[config.mk]
export PLATFORM = sky130hd
export DESIGN_NAME = pipe_ex_mem_stage_flat
export DESIGN_NICKNAME = d
export VERILOG_FILES = /design/src/rtl/pipe_pkg.sv /design/src/rtl/pipe_ex_mem_stage_if.sv /design/src/rtl/pipe_skid_buf.sv /design/src/rtl/pipe_ex_mem_stage.sv /design/src/flat_wrapper.sv
export SDC_FILE = /design/constraint.sdc
export NUM_CORES = 1
export LEC_CHECK = 0
export ABC_AREA = 1
export ABC_CLOCK_PERIOD_IN_PS = 1700
export BUFFER_PORTS_ARGS = -buffer_cell sky130_fd_sc_hd__buf_2
export CAP_MARGIN = 20
export CORE_AREA = 2 2 125 249
export DETAILED_ROUTE_END_ITERATION = 12
export DIE_AREA = 0 0 127 251
export MAX_ROUTING_LAYER = met4
export PLACE_DENSITY = 0.79
export SYNTH_ARGS = -nofsm -noshare
export SYNTH_HDL_FRONTEND = slang
export SYNTH_HIERARCHICAL = 1
export SYNTH_SLANG_ARGS = --single-unit
[constraint.sdc]
create_clock -name clk -period 1.7 [get_ports clk]
set_input_delay 0.34 -clock clk [delete_from_list [all_inputs] [get_ports clk]]
set_output_delay 0.34 -clock clk [all_outputs]
set_load 0.05 [all_outputs]
[src/rtl/pipe_pkg.sv]
// pipe_pkg -- shared types for the EX/MEM pipeline register slice.
//   XLEN, REG_AW   : default datapath / register-index widths
//   ex_mem_pkt_t   : packet carried from EX to MEM
//   PKT_W          : packed width of ex_mem_pkt_t
//   buf_state_t    : occupancy of the buffering stage (EMPTY, ONE, TWO)
//   pkt_bits()     : packet width for a given XLEN/REG_AW
package pipe_pkg;

  localparam int unsigned XLEN   = 32;
  localparam int unsigned REG_AW = 5;

  typedef struct packed {
    logic              reg_write;
    logic [1:0]        result_src;
    logic              mem_write;
    logic [XLEN-1:0]   alu_result;
    logic [XLEN-1:0]   write_data;
    logic [XLEN-1:0]   pc;
    logic [REG_AW-1:0] rd;
    logic [XLEN-1:0]   pc_plus4;
    logic [XLEN-1:0]   auipc;
    logic [2:0]        funct3;
  } ex_mem_pkt_t;

  localparam int unsigned PKT_W = $bits(ex_mem_pkt_t);

  typedef enum logic [1:0] {
    EMPTY = 2'd0,
    ONE   = 2'd1,
    TWO   = 2'd2
  } buf_state_t;

  // 4 control bits + five XLEN fields + rd + funct3
  function automatic int unsigned pkt_bits(input int unsigned xlen,
                                           input int unsigned reg_aw);
    return 4 + 5 * xlen + reg_aw + 3;
  endfunction

endpackage

[src/rtl/pipe_ex_mem_stage_if.sv]
// pipe_ex_mem_stage_if -- valid/ready bus around the EX/MEM stage.
//   in_valid/in_ready/in_pkt    : EX side
//   out_valid/out_ready/out_pkt : MEM side
//   master : environment (drives in_valid, in_pkt, out_ready)
//   slave  : the stage
interface pipe_ex_mem_stage_if;
  import pipe_pkg::*;

  logic        in_valid;
  logic        in_ready;
  ex_mem_pkt_t in_pkt;
  logic        out_valid;
  logic        out_ready;
  ex_mem_pkt_t out_pkt;

  modport master (
    output in_valid, in_pkt, out_ready,
    input  in_ready, out_valid, out_pkt
  );

  modport slave (
    input  in_valid, in_pkt, out_ready,
    output in_ready, out_valid, out_pkt
  );
endinterface

[src/rtl/pipe_skid_buf.sv]
// pipe_skid_buf -- generic valid/ready register slice with flush.
//   clk, rst (sync, active-high), flush
//   in_valid/in_ready/in_data, out_valid/out_ready/out_data (W bits)
//   SKID_EN=1 : two-entry skid, registered in_ready, full throughput
//   SKID_EN=0 : one register, in_ready = !out_valid | out_ready
// out_data only changes on a load, so it holds its last value when empty.
module pipe_skid_buf
  import pipe_pkg::*;
#(
  parameter int unsigned W       = 8,
  parameter bit          SKID_EN = 1'b1
) (
  input  logic         clk,
  input  logic         rst,
  input  logic         flush,
  input  logic         in_valid,
  output logic         in_ready,
  input  logic [W-1:0] in_data,
  output logic         out_valid,
  input  logic         out_ready,
  output logic [W-1:0] out_data
);

  buf_state_t   state_q;
  logic [W-1:0] main_q;
  logic         out_xfer;

  assign out_valid = (state_q != EMPTY);
  assign out_data  = main_q;
  assign out_xfer  = out_valid & out_ready;

  if (SKID_EN) begin : g_skid
    logic [W-1:0] skid_q;
    logic         rdy_q;
    logic         acc;

    // rdy_q tracks (state_q != TWO) as a register of its own
    assign in_ready = rdy_q;
    assign acc      = in_valid & rdy_q;

    always_ff @(posedge clk) begin
      if (rst) begin
        state_q <= EMPTY;
        main_q  <= '0;
        skid_q  <= '0;
        rdy_q   <= 1'b1;
      end else if (flush) begin
        state_q <= EMPTY;
        rdy_q   <= 1'b1;
      end else begin
        unique case (state_q)
          EMPTY: begin
            if (acc) begin
              main_q  <= in_data;
              state_q <= ONE;
            end
          end
          ONE: begin
            if (acc && out_xfer) begin
              main_q <= in_data;
            end else if (acc) begin
              skid_q  <= in_data;
              state_q <= TWO;
              rdy_q   <= 1'b0;
            end else if (out_xfer) begin
              state_q <= EMPTY;
            end
          end
          TWO: begin
            if (out_xfer) begin
              main_q  <= skid_q;
              state_q <= ONE;
              rdy_q   <= 1'b1;
            end
          end
          default: begin
            state_q <= EMPTY;
            rdy_q   <= 1'b1;
          end
        endcase
      end
    end
  end else begin : g_single
    logic acc;

    assign in_ready = ~out_valid | out_ready;
    assign acc      = in_valid & in_ready;

    always_ff @(posedge clk) begin
      if (rst) begin
        state_q <= EMPTY;
        main_q  <= '0;
      end else if (flush) begin
        state_q <= EMPTY;
      end else if (acc) begin
        main_q  <= in_data;
        state_q <= ONE;
      end else if (out_xfer) begin
        state_q <= EMPTY;
      end
    end
  end

endmodule

[src/rtl/pipe_ex_mem_stage.sv]
// pipe_ex_mem_stage -- EX/MEM pipeline register.
//   clk, rst (sync, active-high), flush (drop held + incoming packets)
//   bus : pipe_ex_mem_stage_if.slave (in_valid/in_ready/in_pkt,
//         out_valid/out_ready/out_pkt)
//   EX_MEM_PERF_EN defined: extra outputs stall_cnt, flush_cnt (32-bit,
//   saturating); PERF_CNT_INIT sets their reset value (normally 0).
// reg_write/mem_write are forced low whenever no packet is presented so a
// bubble can never write the register file or memory.
module pipe_ex_mem_stage #(
  parameter int unsigned XLEN    = pipe_pkg::XLEN,
  parameter int unsigned REG_AW  = pipe_pkg::REG_AW,
  parameter bit          SKID_EN = 1'b1
`ifdef EX_MEM_PERF_EN
  ,
  parameter logic [31:0] PERF_CNT_INIT = '0
`endif
) (
  input  logic                       clk,
  input  logic                       rst,
  input  logic                       flush,
  pipe_ex_mem_stage_if.slave         bus
`ifdef EX_MEM_PERF_EN
  ,
  output logic [31:0]                stall_cnt,
  output logic [31:0]                flush_cnt
`endif
);

  // Packet layout comes from pipe_pkg; the buffer width follows the
  // parameters and equals PKT_W for the package defaults.
  localparam int unsigned DW = pipe_pkg::pkt_bits(XLEN, REG_AW);

  logic [DW-1:0]         held;
  pipe_pkg::ex_mem_pkt_t held_pkt;
  logic                  out_valid_w;
  logic                  in_ready_w;

  pipe_skid_buf #(
    .W       (DW),
    .SKID_EN (SKID_EN)
  ) u_buf (
    .clk       (clk),
    .rst       (rst),
    .flush     (flush),
    .in_valid  (bus.in_valid),
    .in_ready  (in_ready_w),
    .in_data   (bus.in_pkt),
    .out_valid (out_valid_w),
    .out_ready (bus.out_ready),
    .out_data  (held)
  );

  assign held_pkt      = held;
  assign bus.in_ready  = in_ready_w;
  assign bus.out_valid = out_valid_w;

  always_comb begin
    bus.out_pkt           = held_pkt;
    bus.out_pkt.reg_write = held_pkt.reg_write & out_valid_w;
    bus.out_pkt.mem_write = held_pkt.mem_write & out_valid_w;
  end

`ifdef EX_MEM_PERF_EN
  logic [31:0] stall_q;
  logic [31:0] flush_q;

  assign stall_cnt = stall_q;
  assign flush_cnt = flush_q;

  // State TWO always has out_valid set, so out_valid alone marks
  // "something held" for the flush count.
  always_ff @(posedge clk) begin
    if (rst) begin
      stall_q <= PERF_CNT_INIT;
      flush_q <= PERF_CNT_INIT;
    end else begin
      if (out_valid_w && !bus.out_ready && (stall_q != '1))
        stall_q <= stall_q + 32'd1;
      if (flush && out_valid_w && (flush_q != '1))
        flush_q <= flush_q + 32'd1;
    end
  end
`endif

endmodule

[src/flat_wrapper.sv]
// flat-port wrapper written by rule: the top's interface ports become plain ports
module pipe_ex_mem_stage_flat 
#(
  parameter int unsigned XLEN    = pipe_pkg::XLEN,
  parameter int unsigned REG_AW  = pipe_pkg::REG_AW,
  parameter bit          SKID_EN = 1'b1

)
  (clk, rst, flush, bus_in_valid, bus_in_pkt, bus_out_ready, bus_in_ready, bus_out_valid, bus_out_pkt);
  pipe_ex_mem_stage_if bus_i ();
  input  logic clk;
  input  logic rst;
  input  logic flush;
  input wire logic [$bits(bus_i.in_valid)-1:0] bus_in_valid;
  input wire logic [$bits(bus_i.in_pkt)-1:0] bus_in_pkt;
  input wire logic [$bits(bus_i.out_ready)-1:0] bus_out_ready;
  output wire logic [$bits(bus_i.in_ready)-1:0] bus_in_ready;
  output wire logic [$bits(bus_i.out_valid)-1:0] bus_out_valid;
  output wire logic [$bits(bus_i.out_pkt)-1:0] bus_out_pkt;
  assign bus_i.in_valid = bus_in_valid;
  assign bus_i.in_pkt = bus_in_pkt;
  assign bus_i.out_ready = bus_out_ready;
  assign bus_in_ready = bus_i.in_ready;
  assign bus_out_valid = bus_i.out_valid;
  assign bus_out_pkt = bus_i.out_pkt;
  pipe_ex_mem_stage #(.XLEN(XLEN), .REG_AW(REG_AW), .SKID_EN(SKID_EN)) u_core (.clk(clk), .rst(rst), .flush(flush), .bus(bus_i));
endmodule
Word level (Yosys, flattened, before mapping)
Index checks and enable logic that the tools add are counted.

Bits in registers: 347. Input port bits: 177. Output and inout port bits: 174.

Equal/unequal tests: 8. Muxes and demuxes: 14. Bitwise operators: 7. Reduce and logical (&&, ||, !) cells: 9.

Operators with widths (count): $mux 172 (3); $pmux 172 s3 (1); $reduce_and 4->1 (3); $mux 2 (5); $ne 2x2->1 const B (5); $pmux 2 s3 (1); $reduce_and 5->1 (1); $and 1x1->1 (4); $mux 1 (3); $ne 3x3->1 const B (1); $not 1->1 (3); $pmux 1 s3 (1); $reduce_bool 3->1 (1); $eq 2x1->1 const B (1); $eq 2x2->1 const B (1); $logic_not 2->1 (1); $reduce_bool 2->1 (1); $reduce_or 2->1 (1); $logic_and 1x1->1 (1).

Depth between registers and ports, before layout
Gate-level depths: netlist (run 1).

Depth in word-level cells: 6. Gate-level depth with buffers: 11. Gate-level depth less buffers: 8.

Modules after synthesis
The synthesis (run 1) kept the hierarchy.

By module, submodules not included: pipe_skid_buf (times used 1, cells an instance 2482, area each 16249.3 um^2, sequential area each 6946.7 um^2); pipe_ex_mem_stage (times used 1, cells an instance 4, area each 15.0 um^2, sequential area each 0.0 um^2).

Worst setup path after synthesis (run 1)
OpenSTA, ideal clock, no wires.

Path type: flip-flop to output port. From: register u_core.u_buf.state_q[0]. To: output port bus_out_pkt[168]. Data arrival time: 1615 ps. Setup slack: -255 ps. Stages on the path, launching flop included: 7. Cells stage by stage: dfxtp_1 > inv_2 > buf_2 > clkbuf_1 > nand2_1 > nand2_1 > inv_1.

Cells in the longest elaborated chain, start to end: 2.

Ends and longest elaborated chain: start: declaration (line pipe_skid_buf.sv:24) `buf_state_t state_q;`; start signal: assignment (line pipe_skid_buf.sv:43) `state_q <= EMPTY;`; start signal: assignment (line pipe_skid_buf.sv:48) `state_q <= EMPTY;`; start signal: assignment (line pipe_skid_buf.sv:55) `state_q <= ONE;`; $reduce_bool 2->1 (line pipe_skid_buf.sv:28) `assign out_valid = (state_q != EMPTY);`; net bus_out_valid (line flat_wrapper.sv:18) `output wire logic [$bits(bus_i.out_valid)-1:0] bus_out_valid;`; $and 1x1->1 (line pipe_ex_mem_stage.sv:60) `bus.out_pkt.mem_write = held_pkt.mem_write & out_valid_w;`; end: declaration (line flat_wrapper.sv:19) `output wire logic [$bits(bus_i.out_pkt)-1:0] bus_out_pkt;`.

The timed path passes the listed nets, and every way through them passes these cells.

Final worst setup path (run 1)
From: register u_core.u_buf.state_q[1]. To: output port bus_out_pkt[168].

Cells in the longest elaborated chain, start to end: 2.

Ends and longest elaborated chain (line): $reduce_bool 2->1 (pipe_skid_buf.sv:28); $and 1x1->1 (pipe_ex_mem_stage.sv:60).

No other way between the ends.

==> impl_summary.log, run 1 <==
[metrics] status: complete, but fails checks
[metrics] violated checks: negative setup slack
[metrics] delay contributed by the slowest stage of the critical path: 0.36 ns
[metrics] CTS Root Cell: clkbuf_16
[metrics] number of nets in the finished design: about 3,000
[metrics] startpoint types: register
[metrics] number of maximum-capacitance constraint violations: 0
[metrics] core region area: between 0.02 and 0.03 mm²
[metrics] routability congestion estimate: ~0.86
[metrics] overall via count from detail_route: around 16,000
[metrics] met3 track demand over resource: approximately 4.4%
[metrics] share of synthesized area occupied by flip-flops and latches: between 40% and 50%
[metrics] io pins: 351
[metrics] final cell area excluding filler cells: approximately 0.020 mm²
[metrics] DP Wirelength: roughly 27 mm
[metrics] commonest non-fill, non-tap cell in the layout: nand2_1
[metrics] start-to-end type of the worst setup path: reg2out
[metrics] number of cell instances on the worst register-to-register path: 9
[metrics] Synthesis Warnings: 6
[metrics] Final TNS setup: -0.0192 ns
[metrics] most used cell along the critical path: nand2_4
[metrics] number of buffers created by CTS: 31
[metrics] CP Capture Type: primary output
[metrics] maximum number of pins on one net before global-route repair: 74
[metrics] sequential standard cell area: around 0.0070 mm²
[metrics] die width: between 100 and 150 µm
[metrics] cell with the largest stage delay on the worst path: dfxtp_4
[metrics] worst path setup slack after routing: -0.0192 ns
[metrics] measured slew at the worst slew-check pin: roughly 0.5 ns
[metrics] Final Routed Wirelength: 45.4 mm
[metrics] deepest level of the CTS H-tree: 1
[metrics] final hold violations: 0
[metrics] GRT Residual Overflow: 0
[metrics] number of nets in the synthesized netlist: around 2,700
[metrics] portion of the clock cycle consumed by the worst path in the final layout: 101%
[metrics] grt met2 use: approximately two fifths
[metrics] critical path data arrival time: ~1.4 ns
[metrics] Max Root-Sink Buffers: 3
[metrics] Hold-fix buffers, CTS: 0
[metrics] antenna violations before repair: 12
[metrics] wire length of the first global-routing pass: between 60 and 70 mm
[metrics] # clock sinks: ~350
[metrics] maximum clock skew at final layout: ~0.0078 ns
[metrics] average wire per standard cell: 14.4 µm
[metrics] Cell Pwr Density: just under 1000 mW/mm²
[metrics] post-route antenna net violation count: 0
[metrics] synthesized area per cell: ~6.5 µm²
[metrics] Die Footprint: roughly 0.032 mm²
[metrics] upper clock frequency limit: a little under 600 MHz
[metrics] die height: around 250 µm
[metrics] commonest cells after routing, fill and taps aside: nand2_1 (524), inv_1 (349), buf_2 (348)
[metrics] Post-Synthesis Cells: 2,486
[metrics] remaining routing DRC violations: 0
[metrics] num rows: 90
[metrics] Filler Cells Inserted: 2,627
[metrics] multi-input combinational cell area: 0.00714 mm²
[metrics] Final setup viols: 1
[metrics] global-route usage over all layers: 26.4%
[metrics] clock tree from TritonCTS: built
[metrics] Layout Area Growth over Synthesis: 23.9%
[metrics] cell leakage power: roughly 9.9 nW
[metrics] path category of the worst min-delay check: in2reg
[metrics] clock input transition at the sequential cells of the worst setup and hold paths: ~0.07 ns
[metrics] fraction of layout cells with a size suffix above 1: roughly 19%
[metrics] count of final max-slew check failures: 0
[metrics] worst-path fanout max: 4
[metrics] GRT met1 Usage: a little over a third
[metrics] final critical-path required period: 1.72 ns
[metrics] most used routing layer in global routing: met2
[metrics] Data required, critical path: ~1.4 ns
[metrics] average vias per placed instance: approximately 5.2
[metrics] Placed Instance Area: 0.0185 mm²
[metrics] detailed-router iteration count before antenna repair: 5
[metrics] unrepaired setup endpoints after global routing: true
[metrics] number of global-route vias before repair: approximately 14,000
[metrics] total of buffers placed on input and output ports: between 300 and 400
[metrics] distinct cell type count of the synthesized netlist: 18
[metrics] number of register bits inferred by synthesis: between 300 and 400
[metrics] Starting Density: between 50% and 60%
[metrics] insertion delay of the later-clocked pin in the worst-skew pair: around 0.57 ns
[metrics] DRC marker count from the first detailed-route iteration: 1,342
[metrics] relative slew slack: 66.9%
[metrics] maximum ir drop on the vdd rail: approximately 1.1 mV
[metrics] number of cells traversed by the worst hold path: 3
[metrics] Post-Synthesis Cell Area: 0.0163 mm²
[metrics] ordered cell list for the critical path: inv_4 > nand2_4 > nand2_4 > clkinvlp_4 > buf_8
## metal layers
metal  vias up  wire length [µm]  share of wire (%)
li1       8406                 -                  -
met1      7364             19600                 43
met2       564             20900                 46
met3        91              3440                7.6
met4         0              1380                3.0
met5         -                 0                  0
## synthesized netlist by cell type, drive strengths merged
master	n	area, µm²
a21oi	346	1730
nand2	529	1990
nand4	2	12.5
inv	355	1330
buf	123	638
nand3	349	1760
nor2	175	659
nand3b	1	7.51
clkbuf	86	323
o21ai	173	866
dfxtp	347	6950
## logic make-up after synthesis
kind of cell / share of synthesized area (%)
simple gates: 27.2
flops: 42.7
compound gates: 16.0
buf+inv: 14.1
## registers in the layout (all words and copies together), names as in the netlist
name,flops
u_core/u_buf/g_skid.skid_q,172
u_core/u_buf/in_ready,1
u_core/u_buf/out_data,172
u_core/u_buf/state_q,2
## through the flow
| stage | std cells | hold WS [ns] | power (mW) | utilization, % | setup slack (ns) |
|---|---|---|---|---|---|
| 6_report | 3154 | 0.0579 | 19.4 | 67.3 | -0.0192 |
| 5_1_grt | 3153 | 0.0614 | 20.2 | 67.3 | -0.0519 |
| 4_1_cts | 3119 | 0.0384 | 19.4 | 65.4 | -0.0393 |
| 3_5_place_dp | 3060 | 0.434 | 12.3 | 61.8 | 0.0343 |
| 3_3_place_gp | 3060 | 0.430 | 12.2 | 61.8 | 0.0915 |
| 2_1_floorplan | 2486 | 0.424 | 11.3 | - | 0.0277 |
## layout make-up
cell class	instances	share of cell area (%)
Multi-Input combinational cell	1576	35.4
Tap cell	368	2.28
Clock buffer	39	4.15
Timing Repair inverter	2	0.0869
Sequential cell	347	34.5
Clock inverter	16	0.832
Timing Repair Buffer	438	15.7
Inverter	355	6.84
Antenna cell	13	0.161
## worst max-delay path, delay by kind of cell (launching register included)
kind          cells  cell delay, ns
flops             1            0.36
buf+inv           3            0.33
simple gates      2            0.13
## power breakdown
group | internal [mW] | switching (mW)
clock network | 3.93 | 3.14
logic | 1.13 | 2.52
registers | 8.49 | 0.203
total | 13.6 | 5.87
## worst paths after layout
path                                                              startpoint                                           end  slack [ns]
worst max-delay path                    u_core/u_buf/state_q[1]$_SDFFE_PP0P_                              bus_out_pkt[168]       -0.02
worst min-delay path                                         bus_in_pkt[125]  u_core/u_buf/g_skid.skid_q[125]$_SDFFE_PP0P_        0.06
worst max register to register          u_core/u_buf/state_q[0]$_SDFFE_PP0P_  u_core/u_buf/g_skid.skid_q[131]$_SDFFE_PP0P_        0.05
worst min register to register  u_core/u_buf/g_skid.skid_q[127]$_SDFFE_PP0P_  u_core/u_buf/g_skid.skid_q[127]$_SDFFE_PP0P_        0.44
## what timing repair did
| item | CTS | global route |
|---|---|---|
| endpoints found under the setup margin | 3 | 271 |
| pin swaps | 0 | 3 |
| cloned | 1 | 11 |
| setup buffers | 3 | 11 |
| gates resized for setup | 10 | 57 |
Note: power is estimated with default switching activity, not from simulation.
==> run 2, diff against run 1 <==
--- a/config.mk
+++ b/config.mk
@@ -6,14 +6,14 @@
 export NUM_CORES = 1
 export LEC_CHECK = 0
 export ABC_AREA = 1
-export ABC_CLOCK_PERIOD_IN_PS = 1700
+export ABC_CLOCK_PERIOD_IN_PS = 1450
 export BUFFER_PORTS_ARGS = -buffer_cell sky130_fd_sc_hd__buf_2
 export CAP_MARGIN = 20
-export CORE_AREA = 2 2 125 249
+export CORE_AREA = 2 2 131 261
 export DETAILED_ROUTE_END_ITERATION = 12
-export DIE_AREA = 0 0 127 251
+export DIE_AREA = 0 0 133 263
 export MAX_ROUTING_LAYER = met4
-export PLACE_DENSITY = 0.79
+export PLACE_DENSITY = 0.76
 export SYNTH_ARGS = -nofsm -noshare
 export SYNTH_HDL_FRONTEND = slang
 export SYNTH_HIERARCHICAL = 1
==> constraint.sdc (replaced) <==
create_clock -name clk -period 1.45 [get_ports clk]
set_input_delay 0.29 -clock clk [delete_from_list [all_inputs] [get_ports clk]]
set_output_delay 0.29 -clock clk [all_outputs]
set_load 0.05 [all_outputs]
==> run 2 against run 1 <==
The run still ends with negative setup slack left. Flip-flop and latch count stayed put. Clock power is 18% higher. Die area is 9.7% higher. Final cell count is 4.9% higher. Critical endpoint unchanged.
==> impl_summary.log, run 2 (synthesized netlist as in run 1, its figures left out) <==
[metrics] status: complete, but fails checks
[metrics] violated checks: negative setup slack
[metrics] Starting Density: 49.6% (-4.7 points)
[metrics] worst path setup slack after routing: -0.293 ns (-0.274 ns)
[metrics] CP Capture Type: primary output
[metrics] CTS Root Cell: clkbuf_16
[metrics] sequential standard cell area: 0.00696 mm² (+0.16%)
[metrics] Layout Area Growth over Synthesis: 35.8%
[metrics] number of maximum-capacitance constraint violations: 0 (unchanged)
[metrics] DP Wirelength: 31.1 mm (+15%)
[metrics] Filler Cells Inserted: 2,690 (+2.4%)
[metrics] portion of the clock cycle consumed by the worst path in the final layout: 120%
[metrics] clock tree from TritonCTS: built
[metrics] total power of the final layout: 23.5 mW (+21%)
[metrics] global-route usage over all layers: 28.6% (+2.2 points)
[metrics] upper clock frequency limit: between 500 and 600 MHz
[metrics] critical hold path startpoint: bus_in_pkt[145]
[metrics] relative slew slack: 73.5% (+6.6 points)
[metrics] antenna violations before repair: 22 (+10)
[metrics] critical path data arrival time: 1.45 ns (+0.07 ns)
[metrics] die height: 263 µm (+4.8%)
[metrics] maximum ir drop on the vdd rail: 1.10 mV (-4.6%)
[metrics] Final TNS setup: -67.51 ns (-67.49 ns)
[metrics] final cell area excluding filler cells: 0.0221 mm² (+9.6%)
[metrics] average wire per standard cell: 16.8 µm (+16%)
[metrics] family with the most delay on the worst path: buffers and inverters
[metrics] maximum number of pins on one net before global-route repair: 57 (-23%)
[metrics] path category of the worst min-delay check: in2reg
[metrics] clock input transition at the sequential cells of the worst setup and hold paths: 0.07 ns (about the same)
[metrics] num rows: 94 (+4.4%)
[metrics] multi-input combinational cell area: 0.00761 mm² (+6.6%)
[metrics] detailed-router iteration count before antenna repair: 5 (unchanged)
[metrics] Final setup viols: 481 (+480)
[metrics] delay contributed by the slowest stage of the critical path: 0.36 ns (about the same)
[metrics] measured slew at the worst slew-check pin: 0.397 ns (-0.0995 ns)
[metrics] critical register-to-register path startpoint: u_core/u_buf/state_q[0]$_SDFFE_PP0P_
[metrics] cell leakage power: 10.7 nW (+7.9%)
[metrics] die width: 133 µm (+4.7%)
[metrics] number of nets in the finished design: 3,008 (+2.7%)
[metrics] core region area: 0.0328 mm² (+9.5%)
[metrics] post-route antenna net violation count: 0 (unchanged)
[metrics] final critical-path required period: between 1.5 and 2 ns
[metrics] worst-path fanout max: 3 (-1)
[metrics] commonest non-fill, non-tap cell in the layout: nand2_1
[metrics] overall via count from detail_route: 17,700 (+7.6%)
[metrics] number of cells traversed by the worst hold path: 3 (unchanged)
[metrics] worst reg2reg setup slack: -0.25 ns (-0.30 ns)
[metrics] # clock sinks: 347 (unchanged)
[metrics] routability congestion estimate: 0.864 (+0.83%)
[metrics] count of final max-slew check failures: 0 (unchanged)
[metrics] start-to-end type of the worst setup path: reg2out
[metrics] fraction of layout cells with a size suffix above 1: 23.7% (+5.2 points)
[metrics] maximum clock skew at final layout: 0.0130 ns (+0.00519 ns)
[metrics] number of buffers created by CTS: 30 (-3.2%)
[metrics] Placed Instance Area: 0.0188 mm² (+1.7%)
[metrics] commonest cells after routing, fill and taps aside: nand2_1 (515), inv_1 (349), buf_2 (341)
[metrics] deepest level of the CTS H-tree: 1 (unchanged)
[metrics] startpoint types: register
[metrics] hold endpoint: u_core/u_buf/g_skid.skid_q[145]$_SDFFE_PP0P_
[metrics] average vias per placed instance: 5.34 (+2.6%)
[metrics] number of global-route vias before repair: 16,200 (+14%)
[metrics] final hold violations: 0 (unchanged)
[metrics] Util after Layout: 67.3% (about the same)
[metrics] Data required, critical path: 1.16 ns (-0.20 ns)
[metrics] Die Footprint: 0.0350 mm² (+9.7%)
[metrics] cell with the largest stage delay on the worst path: dfxtp_4
[metrics] insertion delay of the later-clocked pin in the worst-skew pair: 0.57 ns (about the same)
[metrics] Cell Pwr Density: 1060 mW/mm² (+10%)
[metrics] io pins: 351 (unchanged)
[metrics] wire length of the first global-routing pass: 80.1 mm (+15%)
[metrics] DRC marker count from the first detailed-route iteration: 1,271 (-5.3%)
[metrics] total of buffers placed on input and output ports: 350 (unchanged)
[metrics] number of cell instances on the worst register-to-register path: 11 (+2)
[metrics] end of the worst register-to-register path: u_core/u_buf/out_data[58]$_SDFFE_PP0P_
[metrics] Final Routed Wirelength: 55.4 mm (+22%)
[metrics] unrepaired setup endpoints after global routing: true
[metrics] Max Root-Sink Buffers: 3 (unchanged)
[metrics] remaining routing DRC violations: 0 (unchanged)
[metrics] ordered cell list for the critical path: inv_6 > buf_6 > nand2_8 > nand2_4 > clkinvlp_4 > buf_12
[metrics] Buf+Inv Stages, Crit Path: 4 (+1)
[metrics] GRT Residual Overflow: 0 (unchanged)
==> run 2: changes by cell type in the layout (fill, tap and decap cells not counted), moves of 11 or more <==
cell | before | now
clkbuf_16 | 38 | 49
dlygate4sd3_1 | 0 | 18
o21ai_2 | 1 | 56
buf_6 | 7 | 32
o21ai_0 | 149 | 90
buf_16 | 10 | 23
nand3_1 | 343 | 321
nand3_2 | 4 | 25
==> run 2: report_power, final <==
part | switching, mW | total, mW | internal (mW)
sequential | 0.262 | 10.2 | 9.95
clock | 3.72 | 8.33 | 4.61
combinational | 3.24 | 4.93 | 1.69
total | 7.23 | 23.5 | 16.3
==> run 2: how the worst max path moves through the flow <==
stage                                                    start                                       to  slack [ns]  cells after the start
after floorplan             u_core/u_buf/in_ready$_SDFFE_PP1P_  u_core/u_buf/out_data[100]$_SDFFE_PP0P_       -0.03                     10
after global placement                           bus_out_ready   u_core/u_buf/out_data[71]$_SDFFE_PP0P_       -0.11                      9
after detailed placement                          bus_in_valid  u_core/u_buf/out_data[107]$_SDFFE_PP0P_       -0.15                      9
after CTS                 u_core/u_buf/state_q[1]$_SDFFE_PP0P_                         bus_out_pkt[168]       -0.32                      6
after global routing      u_core/u_buf/state_q[0]$_SDFFE_PP0P_                         bus_out_pkt[168]       -0.34                      6
final                     u_core/u_buf/state_q[0]$_SDFFE_PP0P_                         bus_out_pkt[168]       -0.29                      6
==> run 2: area by class of cell <==
| class | count | share of cell area (%) |
|---|---|---|
| Timing Repair Buffer | 517 | 20.5 |
| Clock inverter | 10 | 0.482 |
| Inverter | 355 | 6.20 |
| Antenna cell | 23 | 0.261 |
| Timing Repair inverter | 1 | 0.0397 |
| Clock buffer | 43 | 4.03 |
| Sequential cell | 347 | 31.5 |
| Multi-Input combinational cell | 1579 | 34.5 |
| Tap cell | 432 | 2.45 |
==> run 2: what timing repair did <==
action / 4_1_cts / 5_1_grt
buffers inserted: 14 / 16
gates resized for setup: 74 / 212
hold endpoints to repair: 19 / 0
pin swaps: 3 / 23
gates cloned: 15 / 26
hold buffers: 18 / 0
endpoints found under the setup margin: 513 / 515
==> run 2: metal layers <==
layer	global-route usage [%]	routed length, µm	part of all wire [%]	vias up
met5	-	0	0	-
met4	18.2	3540	6.4	0
met3	3.99	3770	6.8	204
met2	49.7	28500	51	821
met1	30.3	19600	35	8048
li1	-	-	-	8596
==> run 2: per-stage QoR <==
stage          setup WS (ns)  hold slack (ns)  instances
2_1_floorplan        -0.0286            0.424       2486
3_3_place_gp          -0.106            0.430       3143
3_5_place_dp          -0.146            0.434       3143
4_1_cts               -0.320          0.00103       3243
5_1_grt               -0.343          0.00886       3306
6_report              -0.293          0.00406       3307
==> run 2: worst min-delay path: cells and delay by family <==
kind,cells,cell delay (ns)
buffers and inverters,1,0.10
AO/OA/AOI/OAI,2,0.15
==> run 3, diff against run 2 <==
--- a/config.mk
+++ b/config.mk
@@ -5,13 +5,13 @@
 export SDC_FILE = /design/constraint.sdc
 export NUM_CORES = 1
 export LEC_CHECK = 0
-export ABC_AREA = 1
 export ABC_CLOCK_PERIOD_IN_PS = 1450
 export BUFFER_PORTS_ARGS = -buffer_cell sky130_fd_sc_hd__buf_2
 export CAP_MARGIN = 20
-export CORE_AREA = 2 2 131 261
+export CORE_AREA = 2 2 122 243
+export CTS_CLUSTER_DIAMETER = 60
 export DETAILED_ROUTE_END_ITERATION = 12
-export DIE_AREA = 0 0 133 263
+export DIE_AREA = 0 0 124 245
 export MAX_ROUTING_LAYER = met4
 export PLACE_DENSITY = 0.76
 export SYNTH_ARGS = -nofsm -noshare
==> run 3 against run 2 <==
The run still ends with negative setup slack left. Synthesized cell count shrank 38%. Fmax down 22%. Via count is 13% lower. Utilization grew 12 points. First-iteration DRC count increased by 26%. Clock skew about the same. Global-route usage increased by 5.4 points. Critical path depth grew 2. Critical path type is now reg2reg. Largest power group unchanged.
==> impl_summary.log, run 3 <==
[metrics] DRC marker count from the first detailed-route iteration: 1,596 (+26%)
[metrics] post-route antenna net violation count: 0 (unchanged)
[metrics] Cell Count Post-Placement: 2,208 (-30%)
[metrics] average vias per placed instance: 6.04 (+13%)
[metrics] Data required, critical path: 1.87 ns (+0.71 ns)
[metrics] overall via count from detail_route: 15,300 (-13%)
[metrics] top cells by area in the synthesized netlist: dfxtp_1 (51%), mux2i_1 (13%), nand2_1 (9.6%)
[metrics] Die Footprint: 0.0304 mm² (-13%)
[metrics] fraction of synthesized area in multiplexers: 12.7% (+13 points)
[metrics] insertion delay of the later-clocked pin in the worst-skew pair: 0.58 ns (about the same)
[metrics] most used cell along the critical path: buf_4
[metrics] # clock sinks: 347 (unchanged)
[metrics] fraction of post-synthesis cell area in the top cell type by area: 51.3% (+8.6 points)
[metrics] clock tree from TritonCTS: built
[metrics] simple-gate portion of the synthesized area: 15.0% (-12 points)
[metrics] Filler Cells Inserted: 1,505 (-44%)
[metrics] relative slew slack: 64.7% (-8.8 points)
[metrics] DP Wirelength: 24.3 mm (-22%)
[metrics] Final setup viols: 518 (+7.7%)
[metrics] Net Switching: 7.15 mW (-1.1%)
[metrics] average wire per standard cell: 24.2 µm (+44%)
[metrics] share of synthesized area occupied by flip-flops and latches: 51.3% (+8.6 points)
[metrics] final hold violations: 0 (unchanged)
[metrics] Yosys top cell by area: dfxtp_1
[metrics] path category of the worst min-delay check: in2reg
[metrics] compound-gate portion of the synthesized area: 16.2% (+0.23 points)
[metrics] deepest level of the CTS H-tree: 1 (unchanged)
[metrics] Layout Area Growth over Synthesis: 67.5%
[metrics] family with the most delay on the worst path: compound AO/OA/AOI/OAI gates
[metrics] most common cell in the synthesized netlist: dfxtp_1
[metrics] routability congestion estimate: 0.793 (-8.2%)
[metrics] commonest cells after routing, fill and taps aside: buf_2 (346), dfxtp_1 (344), nand2_1 (229)
[metrics] delay contributed by the slowest stage of the critical path: 0.48 ns (+0.12 ns)
[metrics] unrepaired setup endpoints after global routing: true
[metrics] synthesized area per cell: 8.82 µm² (+35%)
[metrics] number of register bits inferred by synthesis: 347 (unchanged)
[metrics] Synth Flop Type: dfxtp_1
[metrics] detailed-router iteration count before antenna repair: 6 (+1)
[metrics] Sw Ratio: 30.4% (-0.37 points)
[metrics] share of synthesized registers carrying an async set or reset: 0% (unchanged)
[metrics] core region area: 0.0286 mm² (-13%)
[metrics] worst path setup slack after routing: -0.793 ns (-0.500 ns)
[metrics] final cell area excluding filler cells: 0.0227 mm² (+2.7%)
[metrics] share of synthesized cell area in full adder, half adder and majority cells: 0% (unchanged)
[metrics] Util after Layout: 79.2% (+12 points)
[metrics] Post-Synthesis Cell Area: 0.0135 mm² (-17%)
[metrics] number of maximum-capacitance constraint violations: 0 (unchanged)
[metrics] Synthesis Warnings: 6 (unchanged)
[metrics] portion of the clock cycle consumed by the worst path in the final layout: 155% (+35 points)
[metrics] number of nets in the finished design: 2,330 (-23%)
[metrics] power share of the clock group: 37.9% (+2.4 points)
[metrics] maximum number of pins on one net before global-route repair: 49 (-14%)
[metrics] combinational family with the most area after synthesis: compound AO/OA/AOI/OAI gates
[metrics] xor/xnor cell area share of the yosys netlist: 0.0647% (+0.065 points)
[metrics] Placed Instance Area: 0.0165 mm² (-12%)
[metrics] final std cells w/o fill: 2,538 (-23%)
[metrics] number of buffers created by CTS: 31 (+3.3%)
[metrics] clock input transition at the sequential cells of the worst setup and hold paths: 0.08 ns (about the same)
[metrics] io pins: 351 (unchanged)
[metrics] upper clock frequency limit: 446 MHz (-22%)
[metrics] Final Routed Wirelength: 61.3 mm (+11%)
[metrics] die width: 124 µm (-6.8%)
[metrics] worst-path fanout max: 11 (+8)
[metrics] CTS Root Cell: clkbuf_16
[metrics] count of final max-slew check failures: 0 (unchanged)
[metrics] distinct cell type count of the synthesized netlist: 25 (+7)
[metrics] critical path data arrival time: 2.67 ns (+1.22 ns)
[metrics] wire length of the first global-routing pass: 79.1 mm (-1.3%)
[metrics] cell leakage power: 10.4 nW (-2.9%)
[metrics] die height: 245 µm (-6.8%)
[metrics] maximum ir drop on the vdd rail: 1.22 mV (+11%)
[metrics] global-route usage over all layers: 34.1% (+5.4 points)
[metrics] maximum clock skew at final layout: 0.0130 ns (+0.0000110 ns)
[metrics] CP Capture Type: register
[metrics] Buf+Inv Stages, Crit Path: 4 (unchanged)
[metrics] Max Root-Sink Buffers: 3 (unchanged)
[metrics] number of enable flip-flop cells after synthesis: 0 (unchanged)
[metrics] Post-Synthesis Cells: 1,534 (-38%)
[metrics] violated checks: negative setup slack
[metrics] status: complete, but fails checks
[metrics] Cell Pwr Density: 1040 mW/mm² (-2.5%)
[metrics] portion of total power attributed to combinational logic: 18.8% (-2.2 points)
[metrics] antenna violations before repair: 1 (-95%)
[metrics] ordered cell list for the critical path: buf_4 > or2_4 > o32ai_4 > buf_4 > clkbuf_16 > buf_16 > nor2_1 > a211oi_2
[metrics] pre-CTS setup slack: -0.311 ns (-0.164 ns)
[metrics] remaining routing DRC violations: 0 (unchanged)
[metrics] total power of the final layout: 23.5 mW (+0.13%)
[metrics] number of nets in the synthesized netlist: 1,711 (-36%)
[metrics] fraction of layout cells with a size suffix above 1: 42.0% (+18 points)
[metrics] cell with the largest stage delay on the worst path: a211oi_2
[metrics] synth cell count leaders: dfxtp_1 (347), nand2_1 (345), a21oi_1 (173)
[metrics] internal power consumption: 16.4 mW (+0.67%)
[metrics] final critical-path required period: 2.24 ns (+0.500 ns)
[metrics] proportion of power drawn by flip-flops and latches: 43.3% (-0.2 points)
[metrics] Starting Density: 47.3% (-2.3 points)
[metrics] number of global-route vias before repair: 15,000 (-7.8%)
[metrics] start-to-end type of the worst setup path: reg2reg
[metrics] startpoint types: register
[metrics] total of buffers placed on input and output ports: 350 (unchanged)
[metrics] measured slew at the worst slew-check pin: 0.514 ns (+0.117 ns)
[metrics] commonest non-fill, non-tap cell in the layout: buf_2
[metrics] num rows: 88 (-6.4%)
[metrics] GRT Residual Overflow: 0 (unchanged)
## run 3: cell count changes after synthesis, sizes merged, moves of 3 or more
cell,before,now
a211oi,0,172
a21oi,346,173
buf,123,85
clkbuf,86,49
inv,355,1
mux2i,0,172
nand2,529,345
nand3,349,0
nor2,175,172
o21ai,173,2
## run 3: cells by family after synthesis
| family | Yosys count |
|---|---|
| multiplexers | 172 |
| AND/OR/NAND/NOR | 530 |
| buffers and inverters | 135 |
| XOR/XNOR | 1 |
| AO/OA/AOI/OAI | 349 |
| flip-flops | 347 |
## run 3: final cells by class
| type | instances | area [µm²] | area share (%) |
|---|---|---|---|
| antenna | 1 | 2.50 | 0.0110 |
| clock buffer | 35 | 831 | 3.66 |
| clock inverter | 22 | 253 | 1.11 |
| inverter | 1 | 3.75 | 0.0166 |
| multi-input combinational | 1052 | 7410 | 32.7 |
| sequential | 347 | 6950 | 30.7 |
| tap | 360 | 450 | 1.99 |
| timing repair buffer | 720 | 6770 | 29.9 |
## run 3: path summary, 6_finish.rpt
| path | startpoint | endpoint | slack, ns | cells after the start |
|---|---|---|---|---|
| worst min-delay path | flush | u_core/u_buf/state_q[0]$_SDFFE_PP0P_ | 0.05 | 3 |
| worst max-delay path | u_core/u_buf/state_q[1]$_SDFFE_PP0P_ | u_core/u_buf/out_data[40]$_SDFFE_PP0P_ | -0.79 | 8 |
| worst min register to register | u_core/u_buf/g_skid.skid_q[154]$_SDFFE_PP0P_ | u_core/u_buf/g_skid.skid_q[154]$_SDFFE_PP0P_ | 0.45 | 2 |
| worst max register to register | u_core/u_buf/state_q[1]$_SDFFE_PP0P_ | u_core/u_buf/out_data[40]$_SDFFE_PP0P_ | -0.79 | 8 |
## run 3: metal layers
layer | wire length (µm) | GRT usage (%) | vias up
li1 | - | - | 6520
met1 | 20500 | 37.3 | 7207
met2 | 30400 | 57.1 | 1242
met3 | 6480 | 6.78 | 357
met4 | 3950 | 18.4 | 0
met5 | 0 | - | -
## run 3: per-stage QoR
stage / TNS (ns) / hold slack, ns
6_report: -129.50 / 0.0543
5_1_grt: -156.75 / 0.0496
4_1_cts: -100.76 / 0.0262
3_5_place_dp: -78.49 / 0.446
3_3_place_gp: -69.05 / 0.440
2_1_floorplan: -6.44 / 0.366
## run 3: repair_timing
| item | in CTS | in global routing |
|---|---|---|
| setup endpoints to repair | 517 | 519 |
| cloned | 39 | 11 |
| setup buffers | 45 | 20 |
| hold buffers | 173 | 0 |
| pin swaps | 94 | 113 |
| resized for setup | 209 | 266 |
| hold endpoints to repair | 173 | 0 |
## run 3: worst min-delay path, stage by stage
cell     delay, ns
buf_2         0.09
buf_4         0.15
nor3b_1       0.06
## run 3: power groups by stage
stage	sequential (mW)	combinational, mW	clock, mW
final	10.2	4.43	8.91
after global routing	10.2	4.58	9.25
after CTS	10.1	3.78	8.83
after detailed placement	10.3	3.20	0
after global placement	10.3	3.16	0
after floorplan	11.5	1.03	0
